[src/rtl/fp_div_pkg.sv]
// Shared types and constants for the FP divider post-divide stage.
// FPDIV_DENORM_EN adds the DENORM state used for gradual underflow.
package fp_div_pkg;

  typedef enum logic [1:0] {
    KIND_NORMAL = 2'd0,
    KIND_ZERO   = 2'd1,
    KIND_INF    = 2'd2,
    KIND_NAN    = 2'd3
  } kind_t;

  typedef enum logic [2:0] {
    S_IDLE   = 3'd0,
    S_NORM   = 3'd1,
`ifdef FPDIV_DENORM_EN
    S_DENORM = 3'd2,
`endif
    S_ROUND  = 3'd3,
    S_PACK   = 3'd4,
    S_DONE   = 3'd5
  } state_t;

  // Exponent bias for a given exponent field width.
  function automatic int unsigned bias(input int unsigned exp_w);
    return (32'd1 << (exp_w - 1)) - 32'd1;
  endfunction

  // All-ones biased exponent used by infinities and NaNs.
  function automatic int unsigned exp_max(input int unsigned exp_w);
    return (32'd1 << exp_w) - 32'd1;
  endfunction

endpackage

[src/rtl/fp_rne_rounder.sv]
// Combinational round-to-nearest-even on a mantissa with guard and sticky bits.
module fp_rne_rounder #(
  parameter int unsigned MAN_W = 23
) (
  input  logic [MAN_W:0] m,
  input  logic           g,
  input  logic           s,
  output logic [MAN_W:0] m_rnd_c,
  output logic           carry_c,
  output logic           inexact_c
);

  logic up;

  assign up                 = g & (s | m[0]);
  assign {carry_c, m_rnd_c} = {1'b0, m} + (MAN_W + 2)'(up);
  assign inexact_c          = g | s;

endmodule

[src/rtl/fp_div_round_pack.sv]
// FP divider post-divide stage: normalize, optional denormalize, RNE round, pack.
// Define FPDIV_DENORM_EN for gradual underflow; otherwise tiny results flush to zero.
module fp_div_round_pack
  import fp_div_pkg::*;
#(
  parameter int unsigned EXP_W = 8,
  parameter int unsigned MAN_W = 23,
  parameter int unsigned QW    = MAN_W + 3
) (
  input  logic                 clk,
  input  logic                 rst,
  input  logic                 in_valid,
  output logic                 in_ready,
  input  logic                 in_sign,
  input  logic [EXP_W+1:0]     in_exp,
  input  logic [1:0]           in_kind,
  input  logic [QW-1:0]        in_quot,
  input  logic                 in_rem_nz,
  output logic                 out_valid,
  input  logic                 out_ready,
  output logic [EXP_W+MAN_W:0] out_result,
  output logic                 out_ovf,
  output logic                 out_unf,
  output logic                 out_inx
);

  localparam int unsigned MW = MAN_W + 1;
  localparam int unsigned EW = EXP_W + 3;
  localparam int unsigned RW = 1 + EXP_W + MAN_W;
  localparam logic signed [EW-1:0] E_ONE = EW'(1);
  localparam logic signed [EW-1:0] E_MAX = EW'(exp_max(EXP_W));
`ifdef FPDIV_DENORM_EN
  localparam int unsigned CW = $clog2(MAN_W + 3);
  localparam logic [CW-1:0] CNT_CAP = CW'(MAN_W + 2);
`endif

  state_t                state_q, state_d;
  kind_t                 kind_q, kind_d;
  logic                  sign_q, sign_d;
  logic [QW-1:0]         quot_q, quot_d;
  logic                  rem_nz_q, rem_nz_d;
  logic signed [EW-1:0]  e_q, e_d;
  logic [MW-1:0]         m_q, m_d;
  logic                  g_q, g_d;
  logic                  s_q, s_d;
  logic                  tiny_q, tiny_d;
  logic                  inx_q, inx_d;
`ifdef FPDIV_DENORM_EN
  logic [CW-1:0]         cnt_q, cnt_d;
`endif
  logic                  in_ready_d, out_valid_d;
  logic [RW-1:0]         out_result_d;
  logic                  out_ovf_d, out_unf_d, out_inx_d;

  logic                  norm_hi;
  logic [MW-1:0]         norm_m;
  logic                  norm_g, norm_s;
  logic signed [EW-1:0]  norm_e;
  logic [MW-1:0]         rnd_m;
  logic                  rnd_carry, rnd_inx;

  // Leading-one position picks one of two alignments of the quotient.
  always_comb begin
    norm_hi = quot_q[QW-1];
    if (norm_hi) begin
      norm_m = quot_q[QW-1:2];
      norm_g = quot_q[1];
      norm_s = quot_q[0] | rem_nz_q;
      norm_e = e_q;
    end else begin
      norm_m = quot_q[QW-2:1];
      norm_g = quot_q[0];
      norm_s = rem_nz_q;
      norm_e = e_q - E_ONE;
    end
  end

  fp_rne_rounder #(.MAN_W(MAN_W)) u_rnd (
    .m         (m_q),
    .g         (g_q),
    .s         (s_q),
    .m_rnd_c   (rnd_m),
    .carry_c   (rnd_carry),
    .inexact_c (rnd_inx)
  );

  // Next-state, datapath and registered-output logic.
  always_comb begin
    state_d      = state_q;
    kind_d       = kind_q;
    sign_d       = sign_q;
    quot_d       = quot_q;
    rem_nz_d     = rem_nz_q;
    e_d          = e_q;
    m_d          = m_q;
    g_d          = g_q;
    s_d          = s_q;
    tiny_d       = tiny_q;
    inx_d        = inx_q;
`ifdef FPDIV_DENORM_EN
    cnt_d        = cnt_q;
`endif
    out_result_d = out_result;
    out_ovf_d    = out_ovf;
    out_unf_d    = out_unf;
    out_inx_d    = out_inx;

    case (state_q)
      S_IDLE: begin
        if (in_valid && in_ready) begin
          sign_d   = in_sign;
          kind_d   = kind_t'(in_kind);
          quot_d   = in_quot;
          rem_nz_d = in_rem_nz;
          e_d      = {in_exp[EXP_W+1], in_exp};
          state_d  = (kind_t'(in_kind) == KIND_NORMAL) ? S_NORM : S_PACK;
        end
      end
      S_NORM: begin
        m_d    = norm_m;
        g_d    = norm_g;
        s_d    = norm_s;
        e_d    = norm_e;
        tiny_d = (norm_e < E_ONE);
`ifdef FPDIV_DENORM_EN
        cnt_d   = '0;
        state_d = (norm_e < E_ONE) ? S_DENORM : S_ROUND;
`else
        state_d = S_ROUND;
`endif
      end
`ifdef FPDIV_DENORM_EN
      S_DENORM: begin
        m_d   = m_q >> 1;
        g_d   = m_q[0];
        s_d   = s_q | g_q;
        e_d   = e_q + E_ONE;
        cnt_d = cnt_q + CW'(1);
        if ((e_d >= E_ONE) || (cnt_d == CNT_CAP)) begin
          state_d = S_ROUND;
        end
      end
`endif
      S_ROUND: begin
        inx_d   = rnd_inx;
        m_d     = rnd_carry ? {1'b1, rnd_m[MW-1:1]} : rnd_m;
        e_d     = rnd_carry ? (e_q + E_ONE) : e_q;
        state_d = S_PACK;
      end
      S_PACK: begin
        out_ovf_d = 1'b0;
        out_unf_d = 1'b0;
        out_inx_d = 1'b0;
        case (kind_q)
          KIND_ZERO: out_result_d = {sign_q, {(RW-1){1'b0}}};
          KIND_INF:  out_result_d = {sign_q, {EXP_W{1'b1}}, {MAN_W{1'b0}}};
          KIND_NAN:  out_result_d = {1'b0, {EXP_W{1'b1}}, 1'b1, {(MAN_W-1){1'b0}}};
          default: begin
`ifndef FPDIV_DENORM_EN
            if (tiny_q) begin
              out_result_d = {sign_q, {(RW-1){1'b0}}};
              out_unf_d    = 1'b1;
              out_inx_d    = 1'b1;
            end else
`endif
            if (e_q >= E_MAX) begin
              out_result_d = {sign_q, {EXP_W{1'b1}}, {MAN_W{1'b0}}};
              out_ovf_d    = 1'b1;
              out_inx_d    = 1'b1;
            end else begin
              // A cleared hidden bit means a subnormal: exponent field 0.
              out_result_d = {sign_q, (m_q[MAN_W] ? e_q[EXP_W-1:0] : {EXP_W{1'b0}}),
                              m_q[MAN_W-1:0]};
              out_inx_d    = inx_q;
              out_unf_d    = tiny_q & inx_q;
            end
          end
        endcase
        state_d = S_DONE;
      end
      S_DONE: begin
        if (out_ready) begin
          state_d = S_IDLE;
        end
      end
      default: state_d = S_IDLE;
    endcase

    in_ready_d  = (state_d == S_IDLE);
    out_valid_d = (state_d == S_DONE);
  end

  // State and datapath registers.
  always_ff @(posedge clk) begin
    if (rst) begin
      state_q    <= S_IDLE;
      kind_q     <= KIND_NORMAL;
      sign_q     <= 1'b0;
      quot_q     <= '0;
      rem_nz_q   <= 1'b0;
      e_q        <= '0;
      m_q        <= '0;
      g_q        <= 1'b0;
      s_q        <= 1'b0;
      tiny_q     <= 1'b0;
      inx_q      <= 1'b0;
`ifdef FPDIV_DENORM_EN
      cnt_q      <= '0;
`endif
      in_ready   <= 1'b1;
      out_valid  <= 1'b0;
      out_result <= '0;
      out_ovf    <= 1'b0;
      out_unf    <= 1'b0;
      out_inx    <= 1'b0;
    end else begin
      state_q    <= state_d;
      kind_q     <= kind_d;
      sign_q     <= sign_d;
      quot_q     <= quot_d;
      rem_nz_q   <= rem_nz_d;
      e_q        <= e_d;
      m_q        <= m_d;
      g_q        <= g_d;
      s_q        <= s_d;
      tiny_q     <= tiny_d;
      inx_q      <= inx_d;
`ifdef FPDIV_DENORM_EN
      cnt_q      <= cnt_d;
`endif
      in_ready   <= in_ready_d;
      out_valid  <= out_valid_d;
      out_result <= out_result_d;
      out_ovf    <= out_ovf_d;
      out_unf    <= out_unf_d;
      out_inx    <= out_inx_d;
    end
  end

endmodule

[config.mk]
export PLATFORM = sky130hd
export DESIGN_NAME = fp_div_round_pack
export DESIGN_NICKNAME = d
export VERILOG_FILES = /design/src/rtl/fp_div_pkg.sv /design/src/rtl/fp_rne_rounder.sv /design/src/rtl/fp_div_round_pack.sv
export SDC_FILE = /design/constraint.sdc
export NUM_CORES = 1
export LEC_CHECK = 0
export ABC_CLOCK_PERIOD_IN_PS = 7600
export BUFFER_PORTS_ARGS = -buffer_cell sky130_fd_sc_hd__buf_2
export CORE_ASPECT_RATIO = 1.5
export CORE_MARGIN = 8
export CORE_UTILIZATION = 40
export CTS_CLUSTER_DIAMETER = 150
export DETAILED_ROUTE_END_ITERATION = 8
export GPL_ROUTABILITY_DRIVEN = 0
export MAX_ROUTING_LAYER = met4
export PLACE_DENSITY = 0.7
export SYNTH_ARGS = -nofsm -noshare
export SYNTH_HDL_FRONTEND = slang
export SYNTH_HIERARCHICAL = 1
export SYNTH_SLANG_ARGS = --single-unit
export TNS_END_PERCENT = 30
[constraint.sdc]
create_clock -name clk -period 7.6 [get_ports clk]
set_input_delay 0.76 -clock clk [delete_from_list [all_inputs] [get_ports clk]]
set_output_delay 0.76 -clock clk [all_outputs]
set_load 0.01 [all_outputs]
==> implementation parameters, run 1 <==
Parameter                              Value

Run status
  Status ... finished clean

Die
  X dimension of the die ... 113.7 um
  Placeable Area ... 0.01399 mm^2
  Initial standard-cell utilization of the core ... 40.94%
  I/O Pins ... 81
  Standard-cell rows ... 53
  Full die area ... 0.01848 mm^2
  Vertical die dimension ... 162.6 um

Setup path
  Startpoint Class ... flip-flop
  Category of the most critical setup path ... flip-flop to flip-flop
  Biggest fanout along the worst timing path ... 22
  Kind of cell adding the most delay to the critical path ... simple AND/OR/NAND/NOR gates
  Delay contributed by the slowest stage of the critical path ... 0.58 ns
  Slowest cell on crit path ... nor2_2
  Endpoint class of the critical path ... flip-flop
  CP bufs+invs ... 2
  Arr. time, crit path ... 3.84 ns
  Cells along the critical path ... o21a_1 -> ha_1 -> ha_1 -> nand4_1 -> nor2_1 -> nand2_1 -> nor2_2 -> buf_4 -> nand2_1 -> a31oi_1 -> buf_4 -> a21oi_1 -> or3_1
  Required arrival time at the worst endpoint ... 7.84 ns

Final layout
  Final Net Count ... 784
  Antenna cell count ... 0
  Share of cells above drive strength 1 ... 17.27%
  Layout Area Growth over Synthesis ... 13.50%
  Most common cell after layout, fill and taps aside ... dfxtp_1
  Register cell area after layout ... 0.002185 mm^2
  Multi-input logic area ... 0.003277 mm^2
  Post-layout instance area ... 0.006501 mm^2
  Fill cells ... 1,443
  Leading cell types in the layout, fill and taps excluded ... 107 x dfxtp_1, 95 x nand2_1, 80 x buf_2, 75 x a21oi_1, 51 x a211oi_1

Place
  Cell Area, Placed ... 0.006200 mm^2
  Worst Setup Slack post-DPL ... 4.011 ns
  Count of input and output buffers ... 80
  Hpwl dp ... 10,960 um

Timing
  Slew @ Worst Pin ... 1.115 ns
  Aggregate negative setup slack ... 0 ns
  Final setup violating endpoints ... 0
  Number of failing hold endpoints at the final stage ... 0
  Rel. slew slack ... 25.64%
  Minimum clock period after layout ... 3.597 ns
  Final period util ... 47.33%
  Fin worst setup slack ... 4.003 ns
  Maximum clock skew at final layout ... 0.007018 ns
  FMAX ... 0.2780 GHz
  Number of pins with negative max-slew slack in the final report ... 0
  Unrepaired setup endpoints after global routing ... no

CTS
  Hold-fix buffer count after cts ... 0
  Clock-pin slew on the worst setup and hold paths ... 0.07 ns
  Clock buffer depth ... 2
  Post_cts resized ... 0
  Number of buffers inserted during clock tree synthesis ... 9
  Clock tree from TritonCTS ... built
  Root Buffer ... clkbuf_16
  Post-CTS setup-driven buffer insertion count ... 0
  CTS sink cnt ... 109
  Clock insertion delay at the later pin of the skew report ... 0.36 ns
  Maximum level of the CTS H-tree ... 3

Global route
  Wire length of the first global-routing pass ... 24,850 um
  Number of global-route vias before repair ... 4,999
  Sum of overflow across all layers after global routing ... 0
  Number of antenna violations at the first check in global routing ... 0
  Pin count of the biggest net entering global routing ... 87
  GRT Overall Usage ... 17.16%

Logic synthesis
  Synthesized instance count ... 697
  Post-synthesis sequential area ratio ... 38.10%
  Number of nets in the synthesized netlist ... 745
  Area fraction of the dominant cell type after synthesis ... 38.10%
  Warning count from the yosys run ... 6
  Number of enable-type register cells in the synthesized netlist ... 0
  Netlist area before placement ... 0.005728 mm^2
  Cell types with the largest area share after synthesis ... dfxtp_1 38%, a211oi_1 6.7%, a21oi_1 6.6%, nand2_1 6.2%, mux2i_1 4.4%
  Synth Area per Inst ... 8.218 um^2
  Leading area contributor after synthesis ... dfxtp_1
  Post-synthesis sequential element count ... 109
  Top flip-flop cell by instance count after synthesis ... dfxtp_1
  Netlist cell types ... 67
  Post-synth ARST share ... 0%

Power and ir drop
  Power density normalized to cell area ... 260.8 mW/mm^2
  Leakage dissipation ... 0.002371 uW
  Net switching power ... 606.9 uW
  Internal Dissipation ... 1089 uW
  Fraction of power consumed by sequential logic ... 43.1%
  Net switching share of the total power ... 35.79%
  Clock Power Share ... 28.4%
  Share of power burned in combinational logic ... 28.5%
  Maximum vdd drop ... 0.1338 mV

Detailed routing
  Vias per cell ... 5.465
  Post-DR wirelength/cell ... 16.40 um
  Final routed DRC violation total ... 0
  Total iterations of the first detailed-routing run ... 4
  Antenna Violating Nets Remaining ... 0
  Total number of vias ... 5,099
  WL final ... 15,300 um
  1st-iter DRT viols ... 204

Hold path
  HP Class ... flip-flop to flip-flop

Flow run
  Max-cap check violation count ... 0
==> Yosys cell counts (all sizes together), types with 3 or more instances <==
cell    number
nor3        12
a211oi      52
a31oi        5
o211ai       4
and3         5
nand2       95
a22o        24
or4          3
inv          8
nand3       17
mux2i       25
nand4       14
nor4         5
o21ai       13
o31ai        3
nand2b       7
xor2         6
a311oi       3
or3          4
a22oi       12
xnor2       22
nor2        51
ha           4
dfxtp      109
a21oi       76
o21a         3
buf         10
clkbuf      51
nor2b       24
==> through the flow <==
step	cells	power [uW]	util (%)	hold slack, ns
detailed placement	917	1226	44.31	0.4499
floorplan	697	1104	-	0.4361
finish	933	1696	46.46	0.4561
global placement	917	1219	44.31	0.4386
global route	933	1795	46.46	0.4848
CTS	933	1706	46.46	0.4595
==> flip-flops by register name (all words and copies together), names as in the netlist <==
name        cells
out_unf         1
s_q             1
e_q            11
state_q         3
inx_q           1
out_ovf         1
out_inx         1
kind_q          2
tiny_q          1
in_ready        1
out_result     32
sign_q          1
m_q            24
out_valid       1
g_q             1
rem_nz_q        1
quot_q         26
==> routing by layer <==
metal  routed length [um]  GRT usage, %  share of wire, %  vias to the layer above
met5                    0             -                 0                        -
met4                  445         8.455               2.9                        0
met3                  527         2.524               3.4                       29
met2                 7886         30.10                52                       98
met1                 6444         18.46                42                     2363
li1                     -             -                 -                     2609
==> cell type report <==
class	count	area share, %
clock buffer	10	3.676
clock inverter	6	0.9623
inverter	8	0.4619
multi-input combinational	519	50.40
sequential	109	33.60
tap	192	3.695
timing repair buffer	89	7.198
==> worst reg2reg max path: cells and delay by family (launching register included) <==
family | cells | cell delay (ns)
AND/OR/NAND/NOR | 6 | 1.64
buffers and inverters | 2 | 0.64
adder cells (fa/ha/maj) | 2 | 0.42
AO/OA/AOI/OAI | 3 | 0.40
flip-flops | 1 | 0.37
==> power by group through the flow <==
stage	Sequential [uW]	Clock (uW)	Combinational, uW
final	731	481	483
after global routing	742	509	544
after CTS	729	491	486
after detailed placement	741	0	485
after global placement	742	0	477
after floorplan	693	0	411
==> final timing paths <==
path,startpoint,endpoint,slack (ns),cells after the start
hold reg to reg,out_unf$_SDFFE_PP0P_,out_unf$_SDFFE_PP0P_,0.46,2
setup reg to reg,m_q[0]$_SDFFE_PP0N_,e_q[10]$_SDFFE_PP0P_,4.00,13
setup / recovery,m_q[0]$_SDFFE_PP0N_,e_q[10]$_SDFFE_PP0P_,4.00,13
hold / removal,out_unf$_SDFFE_PP0P_,out_unf$_SDFFE_PP0P_,0.46,2
==> kinds of logic (layout without fill, tap and decap cells) <==
logic type / after synthesis / after routing / share of synthesized area, %
and+or+nand+nor: 251 / 251 / 22.56
DFF: 109 / 109 / 38.10
muxes: 26 / 26 / 4.565
buffers and inverters: 69 / 113 / 4.937
adders and majority gates: 4 / 4 / 0.8738
xor gates and xnor gates: 28 / 28 / 4.281
AOI/OAI and AO/OA: 210 / 210 / 24.68
Power figures use the tool's default switching activity.
==> run 2: changes to the inputs <==
--- a/config.mk
+++ b/config.mk
@@ -5,7 +5,8 @@
 export SDC_FILE = /design/constraint.sdc
 export NUM_CORES = 1
 export LEC_CHECK = 0
-export ABC_CLOCK_PERIOD_IN_PS = 7600
+export ABC_AREA = 1
+export ABC_CLOCK_PERIOD_IN_PS = 3200
 export BUFFER_PORTS_ARGS = -buffer_cell sky130_fd_sc_hd__buf_2
 export CORE_ASPECT_RATIO = 1.5
 export CORE_MARGIN = 8
@@ -14,7 +15,7 @@
 export DETAILED_ROUTE_END_ITERATION = 8
 export GPL_ROUTABILITY_DRIVEN = 0
 export MAX_ROUTING_LAYER = met4
-export PLACE_DENSITY = 0.7
+export PLACE_DENSITY = 0.72
 export SYNTH_ARGS = -nofsm -noshare
 export SYNTH_HDL_FRONTEND = slang
 export SYNTH_HIERARCHICAL = 1
==> constraint.sdc (replaced) <==
create_clock -name clk -period 3.2 [get_ports clk]
set_input_delay 0.32 -clock clk [delete_from_list [all_inputs] [get_ports clk]]
set_output_delay 0.32 -clock clk [all_outputs]
set_load 0.01 [all_outputs]
==> run 2 against run 1 <==
Total power grew to 2.8 times the previous value. Die area increased by 2.7%. Via count up 21%. Maximum frequency up 32%. Combinational power increased to 3.6 times the previous value. Clock-buffer cell count stayed put. Clock skew rose by 0.0024 ns. Clock power increased by 120%. Largest cell class unchanged. Non-clock buffer count increased by 8. Sequential share of layout area is 1.0 points lower. Highest routed layer unchanged. Wire length rose by 20%. Flip-flop and latch count unchanged.
==> implementation parameters, run 2 <==
Parameter                              Value

Logic synthesis
  Leading area contributor after synthesis ... dfxtp_1
  Post-synthesis sequential element count ... 109 (unchanged)
  Warning count from the yosys run ... 6 (unchanged)
  Cell types with the largest area share after synthesis ... dfxtp_1 37%, nand2_1 14%, nor2_1 6.7%, a21oi_1 6.7%, o21ai_0 5.5%
  Synthesized instance count ... 893 (+28%)
  Netlist cell types ... 39 (-42%)
  Top-count cell post-synth ... nand2_1
  Area fraction of the dominant cell type after synthesis ... 36.94% (-1.2 points)
  Post-synthesis sequential area ratio ... 36.94% (-1.2 points)
  Top flip-flop cell by instance count after synthesis ... dfxtp_1
  Number of nets in the synthesized netlist ... 941 (+26%)
  Netlist area before placement ... 0.005907 mm^2 (+3.1%)
  Most used standard cells in the synthesized netlist ... 227 x nand2_1, 109 x dfxtp_1, 106 x nor2_1
  Synth Area per Inst ... 6.615 um^2 (-20%)
  Post-synth ARST share ... 0% (unchanged)
  Number of enable-type register cells in the synthesized netlist ... 0 (unchanged)

Final layout
  Register cell area after layout ... 0.002182 mm^2 (-0.11%)
  Final Net Count ... 996 (+27%)
  Most common cell after layout, fill and taps aside ... nand2_1
  Post-layout instance area ... 0.006699 mm^2 (+3.0%)
  Flip-flop count of the largest register after layout ... 32 (unchanged)
  Multi-input logic area ... 0.003188 mm^2 (-2.7%)
  Top Registers ... out_result (32), quot_q (26), m_q (24)
  Fill cells ... 1,556 (+7.8%)
  Leading cell types in the layout, fill and taps excluded ... 227 x nand2_1, 109 x dfxtp_1, 106 x nor2_1, 80 x buf_2, 79 x a21oi_1
  Antenna cell count ... 0 (unchanged)
  Register containing the most flip-flops in the final layout ... out_result
  Number of standard cells in the layout, taps in and fillers out ... 1,149 (+23%)
  Share of cells above drive strength 1 ... 14.27% (-3.0 points)
  Layout Area Growth over Synthesis ... 13.41% (about the same)

Setup path
  Cell count of the worst reg-to-reg path ... 14 (+1)
  Capturing element of the worst setup path ... e_q[10]$_SDFFE_PP0P_
  Startpoint Class ... flip-flop
  Beginning of the worst register-to-register path ... m_q[0]$_SDFFE_PP0N_
  RR Endpoint ... e_q[10]$_SDFFE_PP0P_
  Internal reg-to-reg setup slack ... 0.47 ns (-3.53 ns)
  Arr. time, crit path ... 2.96 ns (-0.88 ns)
  Endpoint class of the critical path ... flip-flop
  Required arrival time at the worst endpoint ... 3.44 ns (-4.40 ns)
  Biggest fanout along the worst timing path ... 13 (-41%)
  Category of the most critical setup path ... flip-flop to flip-flop
  Critical path launch point ... m_q[0]$_SDFFE_PP0N_

Power and ir drop
  Leakage dissipation ... 0.002838 uW (+20%)
  Net switching share of the total power ... 42.56% (+6.8 points)
  Power density normalized to cell area ... 703.4 mW/mm^2 (+170%)
  Net switching power ... 2005 uW (+230%)
  Internal Dissipation ... 2707 uW (+150%)
  Share of power burned in combinational logic ... 36.9% (+8.4 points)
  Power consumption ... 4712 uW (+180%)
  Fraction of power consumed by sequential logic ... 40.1% (-3.0 points)
  Clock Power Share ... 23.0% (-5.4 points)
  Maximum vdd drop ... 0.3782 mV (+180%)

Place
  Hpwl dp ... 13,410 um (+22%)
  Count of input and output buffers ... 80 (unchanged)
  Cell Area, Placed ... 0.006414 mm^2 (+3.5%)
  Cells after DPL ... 1,133 (+24%)

Global route
  Pin count of the biggest net entering global routing ... 45 (-48%)
  Wire length of the first global-routing pass ... 29,030 um (+17%)
  Number of global-route vias before repair ... 5,941 (+19%)
  Sum of overflow across all layers after global routing ... 0 (unchanged)
  GRT Overall Usage ... 20.21% (+3.1 points)
  Number of antenna violations at the first check in global routing ... 0 (unchanged)

Timing
  Minimum clock period after layout ... 2.726 ns (-0.8710 ns)
  Slew @ Worst Pin ... 0.6463 ns (-0.4691 ns)
  Final-layout worst hold slack ... 0.2004 ns (-0.2557 ns)
  Number of failing hold endpoints at the final stage ... 0 (unchanged)
  Final period util ... 85.18% (+38 points)
  Rel. slew slack ... 56.46% (+31 points)
  Aggregate negative setup slack ... 0 ns (unchanged)
  Unrepaired setup endpoints after global routing ... no
  Maximum clock skew at final layout ... 0.009407 ns (+0.002388 ns)
  FMAX ... 0.3669 GHz (+32%)
  Final setup violating endpoints ... 0 (unchanged)
  Number of pins with negative max-slew slack in the final report ... 0 (unchanged)

CTS
  Clock insertion delay at the later pin of the skew report ... 0.35 ns (about the same)
  Post_cts resized ... 0 (unchanged)
  CTS sink cnt ... 109 (unchanged)
  Clock tree from TritonCTS ... built
  Clock-pin slew on the worst setup and hold paths ... 0.08 ns (about the same)
  Number of buffers inserted during clock tree synthesis ... 9 (unchanged)
  Clock buffer depth ... 2 (unchanged)
  Post-CTS setup-driven buffer insertion count ... 0 (unchanged)
  Root Buffer ... clkbuf_16
  Hold-fix buffer count after cts ... 0 (unchanged)
  Maximum level of the CTS H-tree ... 3 (unchanged)

Flow run
  Max-cap check violation count ... 0 (unchanged)

Die
  I/O Pins ... 81 (unchanged)
  Standard-cell rows ... 54 (+1.9%)
  Vertical die dimension ... 164.8 um (+1.4%)
  Placeable Area ... 0.01453 mm^2 (+3.8%)
  Initial standard-cell utilization of the core ... 40.66% (-0.27 points)
  X dimension of the die ... 115.2 um (+1.3%)
  Full die area ... 0.01899 mm^2 (+2.7%)

Detailed routing
  1st-iter DRT viols ... 559 (+170%)
  Vias per cell ... 5.369 (-1.8%)
  Total number of vias ... 6,169 (+21%)
  Antenna Violating Nets Remaining ... 0 (unchanged)
  Post-DR wirelength/cell ... 15.97 um (-2.6%)
  Final routed DRC violation total ... 0 (unchanged)
  WL final ... 18,350 um (+20%)
  Total iterations of the first detailed-routing run ... 5 (+1)

Hold path
  HP Class ... input port to flip-flop

Run status
  Status ... finished clean
run 2: area by class of cell:
type | count | share of cell area (%)
clock buffers | 10 | 3.567
clock inverters | 6 | 0.6911
inverters | 72 | 4.034
multi-input cells | 659 | 47.59
flip-flops and latches | 109 | 32.57
well taps | 196 | 3.661
repair buffers | 97 | 7.882
run 2: worst min path at each step:
stage / start / end / slack (ns) / depth (start not counted)
5_1_grt: in_quot[11] / quot_q[11]$_SDFFE_PP0P_ / 0.21 / 3
3_3_place_gp: out_result[20]$_SDFFE_PP0P_ / out_result[20]$_SDFFE_PP0P_ / 0.45 / 2
3_5_place_dp: out_result[6]$_SDFFE_PP0P_ / out_result[6]$_SDFFE_PP0P_ / 0.45 / 2
6_report: in_quot[11] / quot_q[11]$_SDFFE_PP0P_ / 0.20 / 3
2_1_floorplan: rem_nz_q$_SDFFE_PP0P_ / rem_nz_q$_SDFFE_PP0P_ / 0.42 / 2
4_1_cts: in_quot[20] / quot_q[20]$_SDFFE_PP0P_ / 0.18 / 3
run 2: kinds of logic (layout without fill, tap and decap cells):
| group | Yosys count | after routing | share of synthesized area [%] |
|---|---|---|---|
| compound gates | 194 | 194 | 18.39 |
| xor+xnor | 14 | 14 | 2.076 |
| fa+ha+maj | 4 | 4 | 0.8473 |
| buf+inv | 125 | 185 | 9.087 |
| flops | 109 | 109 | 36.94 |
| mux | 1 | 1 | 0.1695 |
| simple gates | 446 | 446 | 32.49 |
run 2: critical path: stages (launching register included):
cell     delay, ns
dfxtp_1       0.34
o21a_1        0.18
ha_1          0.20
ha_1          0.21
nand3_1       0.14
inv_1         0.07
nand2_2       0.11
nor2_4        0.07
nand3_1       0.07
nor2_1        0.06
buf_4         0.17
o22ai_2       0.53
inv_2         0.21
o21ai_0       0.20
a31oi_1       0.06
run 2: power groups by stage:
stage | combinational [uW] | clock [uW] | sequential [uW]
2_1_floorplan | 1370 | 0 | 1810
3_3_place_gp | 1690 | 0 | 1910
3_5_place_dp | 1710 | 0 | 1910
4_1_cts | 1720 | 1100 | 1880
5_1_grt | 1970 | 1150 | 1920
6_report | 1740 | 1080 | 1890
run 2: stage by stage:
stage / util (%) / setup WS (ns)
after floorplan: - / 0.8666
after global placement: 44.15 / 0.6201
after detailed placement: 44.15 / 0.5596
after CTS: 46.12 / 0.5383
after global routing: 46.12 / 0.2939
final: 46.12 / 0.4743
run 2: per-layer routing:
layer  routed length, um  share of wire, %  track usage [%]
met4                1040               5.7            13.56
met1                6681                36            20.15
met3                 887               4.8            2.745
met2                9739                53            35.98
met5                   0                 0                -
